File: src/rtl/alu_serial_ctrl.sv
`default_nettype none
// +----------------------------------------------------------------------------+
// | Module      : alu_serial_ctrl                                              |
// | Description : Bit-serial sequencer driving one 1-bit ALU slice LSB first.  |
// | Revision    : 1.0 - initial release                                        |
// +----------------------------------------------------------------------------+
module alu_serial_ctrl #(
    parameter int WIDTH = 64
) (
    input  logic             clk,
    input  logic             rst_n,
    input  logic             start,
    input  logic [3:0]       op,
    input  logic [WIDTH-1:0] a,
    input  logic [WIDTH-1:0] b,
    output logic             busy,
    output logic             done,
    output logic [WIDTH-1:0] result,
    output logic             zero,
    output logic             cout,
    output logic             ovf
);

    localparam int CW = $clog2(WIDTH);
    localparam logic [CW-1:0] c_last = CW'(WIDTH - 1);

    generate
        if (WIDTH < 2) begin : g_width_check
            $error("alu_serial_ctrl: WIDTH must be at least 2");
        end
    endgenerate

    typedef enum logic [1:0] {
        S_IDLE = 2'd0,
        S_RUN  = 2'd1,
        S_DONE = 2'd2
    } state_t;

    state_t            r_state;
    state_t            w_next;
    logic              w_accept;
    logic              w_last;

    logic [WIDTH-1:0]  r_a;
    logic [WIDTH-1:0]  r_b;
    logic [3:0]        r_op;
    logic              r_carry;
    logic [CW-1:0]     r_cnt;
    // Holds the first WIDTH-1 result bits; the final bit joins them at the last step.
    logic [WIDTH-2:0]  r_shift;

    logic              w_ai;
    logic              w_bi;
    logic              w_sum;
    logic              w_cout;
    logic              w_bit;
    logic              w_ovf;
    logic              w_less;
    logic [WIDTH-1:0]  w_final;

    // ------------------------------------------------------------------ FSM
    always_ff @(posedge clk) begin
        if (!rst_n) begin
            r_state <= S_IDLE;
        end else begin
            r_state <= w_next;
        end
    end

    always_comb begin
        w_next   = r_state;
        busy     = 1'b0;
        done     = 1'b0;
        w_accept = 1'b0;
        w_last   = 1'b0;
        case (r_state)
            S_IDLE: begin
                if (start) begin
                    w_accept = 1'b1;
                    w_next   = S_RUN;
                end
            end
            S_RUN: begin
                busy = 1'b1;
                if (r_cnt == c_last) begin
                    w_last = 1'b1;
                    w_next = S_DONE;
                end
            end
            S_DONE: begin
                done = 1'b1;
                if (start) begin
                    w_accept = 1'b1;
                    w_next   = S_RUN;
                end else begin
                    w_next = S_IDLE;
                end
            end
            default: begin
                w_next = S_IDLE;
            end
        endcase
    end

    // ------------------------------------------------------------ bit slice
    always_comb begin
        w_ai   = r_a[0] ^ r_op[3];
        w_bi   = r_b[0] ^ r_op[2];
        w_sum  = w_ai ^ w_bi ^ r_carry;
        w_cout = (w_ai & w_bi) | (w_ai & r_carry) | (w_bi & r_carry);
        case (r_op[1:0])
            2'b00:   w_bit = w_ai & w_bi;
            2'b01:   w_bit = w_ai | w_bi;
            default: w_bit = w_sum;
        endcase
        // Only meaningful on the MSB step, which is the only time it is used.
        w_ovf  = r_carry ^ w_cout;
        w_less = w_sum ^ w_ovf;
        if (r_op[1:0] == 2'b11) begin
            w_final = {{(WIDTH-1){1'b0}}, w_less};
        end else begin
            w_final = {w_bit, r_shift};
        end
    end

    // ------------------------------------------------------------- datapath
    always_ff @(posedge clk) begin
        if (!rst_n) begin
            r_a     <= '0;
            r_b     <= '0;
            r_op    <= '0;
            r_carry <= 1'b0;
            r_cnt   <= '0;
            r_shift <= '0;
            result  <= '0;
            zero    <= 1'b1;
            cout    <= 1'b0;
            ovf     <= 1'b0;
        end else if (w_accept) begin
            r_a     <= a;
            r_b     <= b;
            r_op    <= op;
            r_carry <= op[2];
            r_cnt   <= '0;
        end else if (busy) begin
            r_a     <= r_a >> 1;
            r_b     <= r_b >> 1;
            r_carry <= w_cout;
            r_shift <= (WIDTH-1)'({w_bit, r_shift} >> 1);
            if (w_last) begin
                r_cnt  <= '0;
                result <= w_final;
                zero   <= (w_final == '0);
                cout   <= w_cout;
                ovf    <= r_op[1] & w_ovf;
            end else begin
                r_cnt <= r_cnt + CW'(1);
            end
        end
    end

endmodule
`default_nettype wire

File: config.mk
export PLATFORM = sky130hd
export DESIGN_NAME = alu_serial_ctrl
export DESIGN_NICKNAME = d
export VERILOG_FILES = /design/src/rtl/alu_serial_ctrl.sv
export SDC_FILE = /design/constraint.sdc
export NUM_CORES = 1
export LEC_CHECK = 0
export CAP_MARGIN = 0
export CORE_AREA = 2 2 133 161
export CTS_CLUSTER_DIAMETER = 150
export CTS_CLUSTER_SIZE = 8
export DETAILED_ROUTE_END_ITERATION = 10
export DIE_AREA = 0 0 135 163
export PLACE_DENSITY = 0.78
export SLEW_MARGIN = 20
export SYNTH_ARGS = -nofsm -noshare
export SYNTH_HDL_FRONTEND = slang
export SYNTH_SLANG_ARGS = --single-unit
File: constraint.sdc
create_clock -name clk -period 2 [get_ports clk]
set_clock_uncertainty 0.1 [all_clocks]
set_input_delay 0.4 -clock clk [delete_from_list [all_inputs] [get_ports clk]]
set_output_delay 0.4 -clock clk [all_outputs]
set_load 0.005 [all_outputs]
==> flow_metrics.tcl <==
set metrics [dict create \
    leakagePower_uw 0.00471 \
    p_per_area_nw_per_um2 919 \
    cts_tree "built" \
    yosys.cell_types.count 39 \
    maxSlewHeadroom 0.563 \
    clkSlewWorstSetupHoldPaths_ns 0.05 \
    critPathSlowestCell "dfxtp_1" \
    multi_input_area_sq_um 4350 \
    grt_pass1_wl_mm 43.0 \
    cts_root_buffer "clkbuf_16" \
    worstHoldEndpoint "r_op[1]" \
    ff_latch_area_sq_um 5430 \
    ys_seq_elements 271 \
    num_antenna_cells 0 \
    die_h_um 163 \
    yosysWarnings 0 \
    grt_max_degree 104 \
    rrSetupSlack_ns 0.14 \
    cp_slowest_stage_delay_ns 0.31 \
    hp-start "op[1]" \
    cts_inserted_buffers 39 \
    syn_to_final_growth_pct 33.9 \
    dp_cells 1642 \
    place.port_buffers 203 \
    tightest_slew_ns 0.656 \
    hold_path_class "in2reg" \
    grt_antenna_before_repair 0 \
    dp_hpwl_mm 17.1 \
    firstDrtPassIters 5 \
    hold_viol 0 \
    cts-hold-fix-buffers 0 \
    worst-path-stages 3 \
    layout_commonest_cell "nand2_1" \
    syn_area_sq_um 10200 \
    grt_pass1_vias 8984 \
    maxSlewViolCount 0 \
    ys_async_sr_fraction 0 \
    clk_path_buf_depth 3 \
    finalCritPeriodShare 0.976 \
    wire_per_inst_um 15.7 \
    worstPathCellList "nand2b_2, inv_6, clkdlybuf4s15_1" \
    crit_required_ns 1.50 \
    path_class "reg2out" \
    layout.cells.non_filler 1686 \
    seq_area_frac_synth 0.530 \
    status "completed" \
    core_area_sq_um 20600 \
    h-tree-depth 2 \
    endpoint_kind "primary output" \
    syn_avg_cell_area_sq_um 8.25 \
    setup_tns_ns 0 \
    initial_core_util 0.497 \
    setup_viol 0 \
    reg2reg_to "result[63]" \
    period_minus_slack_ns 1.95 \
    placed_area_sq_um 12600 \
    rr_worst_depth 8 \
    irDropWorstVdd_mv 0.619 \
    hold_depth 3 \
    synth-edff-count 0 \
    cts_sinks 271 \
    drive_above_1_share 0.0664 \
    syn_inst 1240 \
    drc 0 \
    final_area_sq_um 13700 \
    insertion_delay_ns 0.52 \
    fmax_ghz 0.512 \
    drv_cap 0 \
    crit_fanout 6 \
    synth-main-ff-cell "dfxtp_1" \
    io_pins 204 \
    via_per_inst 5.57 \
    arrival_ns 1.45 \
    antenna_left 0 \
    dieArea_sq_um 22000 \
    path_delay_family "buffers and inverters" \
    overflow 0 \
    syn_nets 1377 \
    vias 9387 \
    reg2reg_from "r_op[2]" \
    row_count 58 \
    fillerInstances 1735 \
    cp_num_buf_inv 2 \
    nets 1551 \
    layout_common_cells "nand2_1 (331), dfxtp_1 (270), a21oi_1 (261), clkdlybuf4s50_1 (201), a22oi_1 (129)" \
    die-width_um 135 \
    gp_congestion 0.799 \
    first_iter_violations 703 \
    grt_usage 0.236 \
    cp-start-kind "flip-flop" \
    drt-total-wl_mm 26.4 \
]
[routing by layer]
metal  up-vias  track usage  routed length [um]
met5         -            0                   0
met2       283        0.400               13100
met3        60       0.0576                1670
met1      4388        0.289               11000
li1       4656            -                   -
met4         0       0.0904                 669
[Yosys cell counts (all sizes together) (3+ instances only)]
library cell	instances	share of area
nand2	333	0.12
a21oi	261	0.13
nand3	63	0.031
xnor2	3	0.0026
nand2b	3	0.0018
a22oi	129	0.095
inv	4	0.0015
nand4	4	0.0024
clkbuf	62	0.023
o21ai	4	0.0020
o211ai	3	0.0022
xor2	4	0.0034
nor4	16	0.0098
buf	47	0.025
dfxtp	271	0.53
nor2	12	0.0044
[flip-flops by register name (all words and copies together) (netlist names)]
register	cells
r_op	4
r_b	64
cout	1
r_cnt	6
zero	1
r_state	2
r_carry	1
r_shift	63
r_a	64
result	64
ovf	1
[area by class of cell]
class,instances,share of cell area
Sequential cell,271,0.396
Multi-Input combinational cell,856,0.318
Timing Repair Buffer,242,0.184
Clock buffer,41,0.0733
Tap cell,270,0.0247
Inverter,4,0.00201
Clock inverter,2,0.00183
[kinds of logic (layout without fill, tap and decap cells)]
logic type | after synthesis | after routing | synth area share
DFF | 271 | 271 | 0.530
AOI/OAI and AO/OA | 402 | 402 | 0.231
adders and majority gates | 3 | 3 | 0.00342
muxes | 1 | 1 | 0.000978
xor gates and xnor gates | 7 | 7 | 0.00599
and+or+nand+nor | 443 | 443 | 0.180
buffers and inverters | 113 | 289 | 0.0491
[power by group]
part           internal (uW)  switching, uW  leakage (uW)
logic                    539            603       0.00200
clock network           3510           2210      0.000506
registers               5610            115       0.00221
[worst reg2reg max path, delay by kind of cell (launching register included)]
| family | cells | cell delay [ns] |
|---|---|---|
| compound gates | 3 | 0.43 |
| xor+xnor | 2 | 0.37 |
| fa+ha+maj | 1 | 0.34 |
| buf+inv | 1 | 0.08 |
| flops | 1 | 0.38 |
| simple gates | 1 | 0.08 |
[metrics by stage]
stage,util,hold WS (ns),worst slack (ns),power (uW)
finish,0.665,0.345,0.0472,12600
detailed placement,0.613,0.343,0.0309,6960
floorplan,-,0.331,0.242,6420
CTS,0.664,0.327,0.0174,12700
global placement,0.613,0.340,0.0939,6930
global route,0.665,0.363,-0.0346,13000
[how the worst max path moves through the flow]
| stage | slack [ns] | start | to |
|---|---|---|---|
| final | 0.05 | r_state[1] | busy |
| after global routing | -0.03 | r_op[2] | result[63] |
| after CTS | 0.02 | r_state[1] | busy |
| after detailed placement | 0.03 | start | r_a[33] |
| after global placement | 0.09 | start | r_a[35] |
| after floorplan | 0.24 | r_b[0] | result[63] |
[repair_timing]
| action | CTS | global route |
|---|---|---|
| endpoints found under the setup margin | 2 | 3 |
| resized for setup | 6 | 3 |
| setup buffers | 1 | 0 |
Power figures use the tool's default switching activity.
